### config.mk
export PLATFORM = sky130hd
export DESIGN_NAME = arth_scheduler
export DESIGN_NICKNAME = d
export VERILOG_FILES = /design/src/rtl/arth_scheduler_pkg.sv /design/src/rtl/arth_scheduler_rr_arb2.sv /design/src/rtl/arth_scheduler.sv
export SDC_FILE = /design/constraint.sdc
export NUM_CORES = 1
export LEC_CHECK = 0
export BUFFER_PORTS_ARGS = -buffer_cell sky130_fd_sc_hd__buf_2
export CAP_MARGIN = 20
export CORE_MARGIN = 1
export CORE_UTILIZATION = 47
export CTS_CLUSTER_DIAMETER = 50
export DETAILED_ROUTE_END_ITERATION = 8
export PLACE_DENSITY = 0.84
export SYNTH_ARGS = -nofsm -noshare
export SYNTH_HDL_FRONTEND = slang
export SYNTH_SLANG_ARGS = --single-unit
export TNS_END_PERCENT = 10
### constraint.sdc
create_clock -name clock -period 3.7 [get_ports clock]
set_clock_uncertainty 0.05 [all_clocks]
set_input_delay 0.74 -clock clock [delete_from_list [all_inputs] [get_ports clock]]
set_output_delay 0.74 -clock clock [all_outputs]
set_load 0.05 [all_outputs]
### src/rtl/arth_scheduler_pkg.sv
// Shared types and helpers for arth_scheduler: FSM state encoding, opcode
// constants and per-opcode latency selection.
package arth_scheduler_pkg;

    localparam int CNT_W = 5;

    typedef enum logic [1:0] {
        S_IDLE  = 2'd0,
        S_ISSUE = 2'd1,
        S_WAIT  = 2'd2,
        S_RESP  = 2'd3
    } state_t;

    localparam logic [1:0] OP_0 = 2'b00;
    localparam logic [1:0] OP_1 = 2'b01;
    localparam logic [1:0] OP_2 = 2'b10;
    localparam logic [1:0] OP_3 = 2'b11;

    function automatic logic [CNT_W-1:0] lat_sel(
        input logic [1:0]       opcode,
        input logic [CNT_W-1:0] lat0,
        input logic [CNT_W-1:0] lat1,
        input logic [CNT_W-1:0] lat2,
        input logic [CNT_W-1:0] lat3
    );
        case (opcode)
            OP_0:    lat_sel = lat0;
            OP_1:    lat_sel = lat1;
            OP_2:    lat_sel = lat2;
            default: lat_sel = lat3;
        endcase
    endfunction

endpackage

### src/rtl/arth_scheduler_rr_arb2.sv
// Two-input grant for arth_scheduler. Round-robin with a last-served register by
// default; ARTH_SCHED_FIXED_PRIO_EN selects fixed priority (port 0 wins ties).
module rr_arb2 (
    input  logic       clock,
    input  logic       reset,
    input  logic [1:0] req,
    input  logic       upd,
    input  logic       upd_id,
    output logic [1:0] gnt
);

`ifdef ARTH_SCHED_FIXED_PRIO_EN

    logic unused_ok;
    assign unused_ok = ^{clock, reset, upd, upd_id};

    always_comb begin
        gnt    = 2'b00;
        gnt[0] = req[0];
        gnt[1] = req[1] & ~req[0];
    end

`else

    // Reset to 1 so that port 0 wins the first tie.
    logic last_served;

    always_ff @(posedge clock) begin
        if (reset) begin
            last_served <= 1'b1;
        end else if (upd) begin
            last_served <= upd_id;
        end
    end

    always_comb begin
        gnt = 2'b00;
        case (req)
            2'b01:   gnt = 2'b01;
            2'b10:   gnt = 2'b10;
            2'b11:   gnt = last_served ? 2'b01 : 2'b10;
            default: gnt = 2'b00;
        endcase
    end

`endif

endmodule

### src/rtl/arth_scheduler.sv
// Shares one Arth_module between two valid/ready requesters, one op in flight.
// Build option: ARTH_SCHED_FIXED_PRIO_EN selects fixed-priority arbitration.
module arth_scheduler
    import arth_scheduler_pkg::*;
#(
    parameter int               WIDTH   = 17,
    parameter logic [CNT_W-1:0] LAT_OP0 = 5'd2,
    parameter logic [CNT_W-1:0] LAT_OP1 = 5'd18,
    parameter logic [CNT_W-1:0] LAT_OP2 = 5'd18,
    parameter logic [CNT_W-1:0] LAT_OP3 = 5'd2
) (
    input  logic             clock,
    input  logic             reset,

    input  logic             req0_valid,
    output logic             req0_ready,
    input  logic [WIDTH-1:0] req0_V1,
    input  logic [WIDTH-1:0] req0_V2,
    input  logic [1:0]       req0_opcode,

    input  logic             req1_valid,
    output logic             req1_ready,
    input  logic [WIDTH-1:0] req1_V1,
    input  logic [WIDTH-1:0] req1_V2,
    input  logic [1:0]       req1_opcode,

    output logic             resp0_valid,
    input  logic             resp0_ready,
    output logic             resp1_valid,
    input  logic             resp1_ready,
    output logic [WIDTH-1:0] resp_answer,
    output logic             resp_ovw,

    output logic [WIDTH-1:0] arth_V1,
    output logic [WIDTH-1:0] arth_V2,
    output logic [1:0]       arth_opcode,
    output logic             arth_newop,
    input  logic [WIDTH-1:0] arth_answer,
    input  logic             arth_ovw
);

    state_t           state;
    state_t           state_nx;
    logic             owner;
    logic [CNT_W-1:0] cnt;
    logic [1:0]       gnt;
    logic             accept;
    logic             resp_fire;

    rr_arb2 u_arb (
        .clock  (clock),
        .reset  (reset),
        .req    ({req1_valid, req0_valid}),
        .upd    (resp_fire),
        .upd_id (owner),
        .gnt    (gnt)
    );

    // NOTE: sequential state uses non-blocking assignments so every register
    // samples pre-edge values regardless of process ordering.
    always_ff @(posedge clock) begin
        if (reset) begin
            state <= S_IDLE;
        end else begin
            state <= state_nx;
        end
    end

    // NOTE: every output of this block gets a default first, so no path through
    // the case statement leaves a signal unassigned and no latch is inferred.
    always_comb begin
        state_nx    = state;
        req0_ready  = 1'b0;
        req1_ready  = 1'b0;
        resp0_valid = 1'b0;
        resp1_valid = 1'b0;
        arth_newop  = 1'b0;
        resp_fire   = 1'b0;
        case (state)
            S_IDLE: begin
                // Ready is masked during reset so a held request is never acknowledged.
                req0_ready = gnt[0] & ~reset;
                req1_ready = gnt[1] & ~reset;
                if (req0_ready || req1_ready) begin
                    state_nx = S_ISSUE;
                end
            end
            S_ISSUE: begin
                arth_newop = 1'b1;
                state_nx   = S_WAIT;
            end
            S_WAIT: begin
                if (cnt == '0) begin
                    state_nx = S_RESP;
                end
            end
            S_RESP: begin
                resp0_valid = ~owner;
                resp1_valid = owner;
                resp_fire   = owner ? resp1_ready : resp0_ready;
                if (resp_fire) begin
                    state_nx = S_IDLE;
                end
            end
            default: state_nx = S_IDLE;
        endcase
    end

    assign accept = req0_ready | req1_ready;

    // Operand registers drive the Arth_module directly and are only written on
    // accept, so they hold their value through WAIT/RESP and back in IDLE.
    always_ff @(posedge clock) begin
        if (reset) begin
            owner       <= 1'b0;
            arth_V1     <= '0;
            arth_V2     <= '0;
            arth_opcode <= OP_0;
            cnt         <= '0;
            resp_answer <= '0;
            resp_ovw    <= 1'b0;
        end else begin
            if (accept) begin
                owner       <= req1_ready;
                arth_V1     <= req1_ready ? req1_V1     : req0_V1;
                arth_V2     <= req1_ready ? req1_V2     : req0_V2;
                arth_opcode <= req1_ready ? req1_opcode : req0_opcode;
            end

            if (state == S_ISSUE) begin
                cnt <= lat_sel(arth_opcode, LAT_OP0, LAT_OP1, LAT_OP2, LAT_OP3) - 5'd1;
            end else if (state == S_WAIT && cnt != '0) begin
                cnt <= cnt - 5'd1;
            end

            if (state == S_WAIT && cnt == '0) begin
                resp_answer <= arth_answer;
                resp_ovw    <= arth_ovw;
            end
        end
    end

endmodule

Yosys cells after proc, flatten, opt, wreduce, memory -nomap -nowiden
Index checks and enable logic that the tools add are counted.
{"block": "word_totals", "reg_bits": 63, "in_bits": 96, "out_inout_bits": 59, "wordCells": 57}
{"block": "classes", "n_addsub": 2, "eq_ne": 11, "n_mux": 21, "bitwise_logic": 5, "n_reduce_logical": 9}
{"operator": "$mux 17", "n": 2}
{"operator": "$mux 5", "n": 5}
{"operator": "$eq 2x2->1 const B", "n": 5}
{"operator": "$mux 2", "n": 5}
{"operator": "$sub 5x1->5 const B", "n": 2}
{"operator": "$pmux 2 s4", "n": 1}
{"operator": "$mux 1", "n": 7}
{"operator": "$eq 2x1->1 const B", "n": 3}
{"operator": "$pmux 2 s3", "n": 1}
{"operator": "$logic_not 5->1", "n": 1}
{"operator": "$reduce_bool 5->1", "n": 1}
{"operator": "$ne 2x2->1 const B", "n": 2}
{"operator": "$reduce_and 3->1", "n": 1}
{"operator": "$and 1x1->1", "n": 2}
{"operator": "$logic_and 1x1->1", "n": 2}
{"operator": "$logic_not 2->1", "n": 1}
{"operator": "$ne 2x1->1 const B", "n": 1}
{"operator": "$not 1->1", "n": 2}
{"operator": "$reduce_bool 2->1", "n": 1}
{"operator": "$reduce_or 2->1", "n": 1}
{"operator": "$logic_or 1x1->1", "n": 1}
{"operator": "$or 1x1->1", "n": 1}

Depth between registers and ports, before layout
{"block": "depth", "word_depth": 7, "depth_mapped": 9, "depth_no_buf": 9}

By module
A second synthesis with hierarchy kept.
{"block": "unflattened", "cells_unflattened": 316, "area_unflattened_um2": 2821.5}
{"mod": "arth_scheduler", "n_inst": 1, "cells_per_inst": 309, "area_each_um2": 2762.6, "seq_area_each_um2": 1241.2}
{"mod": "rr_arb2", "n_inst": 1, "cells_per_inst": 7, "area_each_um2": 58.8, "seq_area_each_um2": 20.0}

Least setup slack after synthesis
OpenSTA, ideal clock, no wires.
{"block": "synth_path", "path_type": "input to output", "from": "in reset", "to": "out req0_ready", "arrival_ns": 1.896, "required_time_ns": 2.910, "slack_ns": 1.014, "path_stages": 4, "path_buffers": 1, "cell_sequence": "buf_2 nor2b_1 nand2_1 a21oi_1"}
{"block": "synth_between", "elab_chain_cells": 3}
{"item": "from (decl)", "line": "arth_scheduler.sv:13", "source": "input logic reset,"}
{"item": "$not 1->1", "line": "arth_scheduler.sv:82", "source": "req0_ready = gnt[0] & ~reset;"}
{"item": "$and 1x1->1", "line": "arth_scheduler.sv:82"}
{"item": "$mux 1", "line": "arth_scheduler.sv:79", "source": "case (state)"}
{"item": "to (decl)", "line": "arth_scheduler.sv:16", "source": "output logic req0_ready,"}
No other way between the ends.

Final worst setup path
{"block": "layout_path", "from": "reg state[0]", "to": "out req0_ready"}
{"block": "layout_between", "elab_chain_cells": 2}
{"item": "from (decl)", "line": "arth_scheduler.sv:42", "source": "state_t state;"}
{"item": "from (signal assigned)", "line": "arth_scheduler.sv:65", "source": "state <= state_nx;"}
{"item": "$logic_not 2->1", "line": "arth_scheduler.sv:79"}
{"item": "$mux 1", "line": "arth_scheduler.sv:79"}
No other way between the ends.

==> qor.csv <==
stage,metric,value,unit
clock_tree,max-clock-path-buffers,2,
clock_tree,clock-sinks,63,
routing,route.detailed.drc,0,
routing,antenna_left,0,
synth,synth_area_leaders,"dfxtp_1, mux2i_1, a211oi_1",
sta,slew-limit-headroom,0.594,
synth,syn_area,0.00276,sq mm
floorplanning,io_pins,155,
sta,hold_violations,0,
pwr,ir_drop,0.467,mV
worst_setup_path,path_max_fanout,3,
placed_design,place_congestion,0.816,
global_routing,grt_max_degree,61,
final_layout,fin_nets,553,
synth,synth-seq-cells,63,
synth,synthCells,306,
synth,async_reset_ff_frac,0,
synth,ys_warn_count,0,
final_layout,design_area,0.00369,sq mm
global_routing,grt_pass1_wl,10300,microns
sta,finalCritPeriodShare,0.685,
global_routing,antenna_found_initial,0,
final_layout,area_growth,33.9,%
routing,drtIter0Drc,48,
placed_design,place_area,0.00353,sq mm
final_layout,fin_util,0.662,
routing,wl_per_cell,12.4,microns
sta,worstMarginPinSlew,0.610,ns
worst_setup_path,cp_data_required_time,2.91,ns
floorplanning,core,0.00557,sq mm
synth,yosysTopAreaCellShare,0.458,
clock_tree,cts_made_buffers,9,
routing,totalWireLength,6530,microns
synth,syn_nets,407,
synth,ys.flop_type,dfxtp_1,
floorplanning,fp.dieW,78.6,microns
worst_setup_path,cp.arrival,1.74,ns
floorplanning,start_util,0.494,
floorplanning,std_cell_rows,27,
clock_tree,htree_levels,3,
global_routing,track_usage,0.215,
routing,detail_route.vias_per_cell,5.01,
synth,synth_edf_count,0,
sta,slew_violations,0,
floorplanning,dieHeight,78.6,microns
sta,setup_viol,0,
final_layout,antenna_cells,0,
hold_path,min_path_type,reg -> reg,
placed_design,port_buffers,154,
routing,drt_first_pass_iters,4,
synth,synth_top_area_cell,dfxtp_1,
clock_tree,post_cts_buffers,0,
status,status,finished clean,
placed_design,hpwl,4820,microns
sta,clock.fmax,395,MHz
worst_setup_path,startpoint_type,flop,
sta,rsz0062_at_grt,false,
synth,ys_types,31,
clock_tree,ctsRootBufferMaster,clkbuf_8,
floorplanning,die_area,0.00617,sq mm
routing,num_vias,2644,
synth,avgSynthCellArea,9.00,sq um
sta,period_needed,2.53,ns
clock_tree,hold_buffers,0,
job,maxCapViolations,0,
final_layout,fill_cells,466,
global_routing,overflow,0,
clock_tree,clk_latency,0.32,ns
sta,setup-tns-final,0,ns
clock_tree,clk_pin_slew,0.06,ns
global_routing,first_global_vias,2426,
worst_setup_path,crit_type,reg -> out,
pwr,p_leak,1.92,nW
worst_setup_path,end_kind,primary output,
pwr,pwr_density_cell,760,mW/mm^2
final_layout,layout-drive-gt1-share,0.377,
clock_tree,postCtsResizedCells,0,
clock_tree,cts_tree,yes,
synth,synth_seq_area_share,0.458,
==> cells in the mapped netlist, types with 2 or more instances <==
cell type,n
o21a_1,2
o311a_1,2
buf_6,2
buf_4,2
xnor2_1,4
dfxtp_1,63
nand2_1,43
clkbuf_1,11
a211oi_1,36
nor2b_1,2
inv_1,7
a21oi_1,23
o21ai_0,7
nor2_1,38
buf_2,7
nor4_1,2
ha_1,5
mux2i_1,37
==> per-layer routing <==
metal  GRT usage  share of wire  up-vias
met5           0              0        -
met1       0.240           0.44     1156
li1            -              -     1363
met4      0.0907          0.011        0
met2       0.375           0.48      117
met3      0.0640          0.077        8
==> per-stage QoR <==
step	std cells	hold slack, ns	total power, mW	setup WS, ns
floorplan	306	0.432	2.05	1.01
detailed placement	513	0.396	2.34	1.19
global placement	513	0.389	2.29	1.30
CTS	528	0.405	2.83	1.15
finish	528	0.403	2.80	1.17
global route	528	0.425	2.99	1.03
==> worst max-delay path, cell delays in order (launching register included) <==
cell     delay [ns]
dfxtp_1        0.33
inv_1          0.10
ha_1           0.19
nor2b_1        0.26
nand2_1        0.09
a21oi_1        0.16
buf_2          0.30
==> layout by cell type, fill, tap and decap left out, types with 2 or more instances in the layout <==
cell type,synthesis,final
buf_2,7,154
clkbuf_1,11,4
o311a_1,2,2
a21oi_1,23,23
dfxtp_1,63,63
inv_1,7,7
buf_4,2,3
a211oi_1,36,36
xnor2_1,4,4
nand2_1,43,43
ha_1,5,5
nor2_1,38,38
nor4_1,2,2
o21ai_0,7,7
mux2i_1,37,37
nor2b_1,2,2
clkbuf_8,0,10
==> power by group <==
part / internal, mW / switching, mW
Clock: 0.258 / 0.230
Sequential: 0.852 / 0.107
Combinational: 0.405 / 0.952
==> cell type report <==
class / count / area [sq um] / share of cell area
clock buffers: 14 / 153 / 0.0414
clock inverters: 1 / 5.00 / 0.00136
inverters: 7 / 26.3 / 0.00712
multi-input cells: 214 / 1360 / 0.369
flip-flops and latches: 63 / 1260 / 0.342
well taps: 72 / 90.1 / 0.0244
repair buffers: 157 / 793 / 0.215
==> registers in the layout, summed over array words and instances, names as in the netlist <==
register and flops:
arth_opcode 2, arth_V1 17, arth_V2 17, owner 1
cnt 5, state 2, resp_ovw 1, resp_answer 17
u_arb.last_served 1
==> path summary, 6_finish.rpt <==
kind	startpoint	endpoint	slack [ns]	cells past startpoint
max	state[0]	req0_ready	1.17	6
min	resp_answer[2]	resp_answer[2]	0.40	2
max reg2reg	state[0]	arth_V2[12]	1.42	7
min reg2reg	resp_answer[2]	resp_answer[2]	0.40	2
==> cells by family (layout without fill, tap and decap cells) <==
kind of cell / Yosys count / after routing / share of synthesized area
and+or+nand+nor: 93 / 93 / 0.141
AOI/OAI and AO/OA: 75 / 75 / 0.180
DFF: 63 / 63 / 0.458
muxes: 37 / 37 / 0.134
buffers and inverters: 29 / 179 / 0.0509
adders and majority gates: 5 / 5 / 0.0227
xor gates and xnor gates: 4 / 4 / 0.0127
No activity file was read; power rests on OpenSTA's default activity.
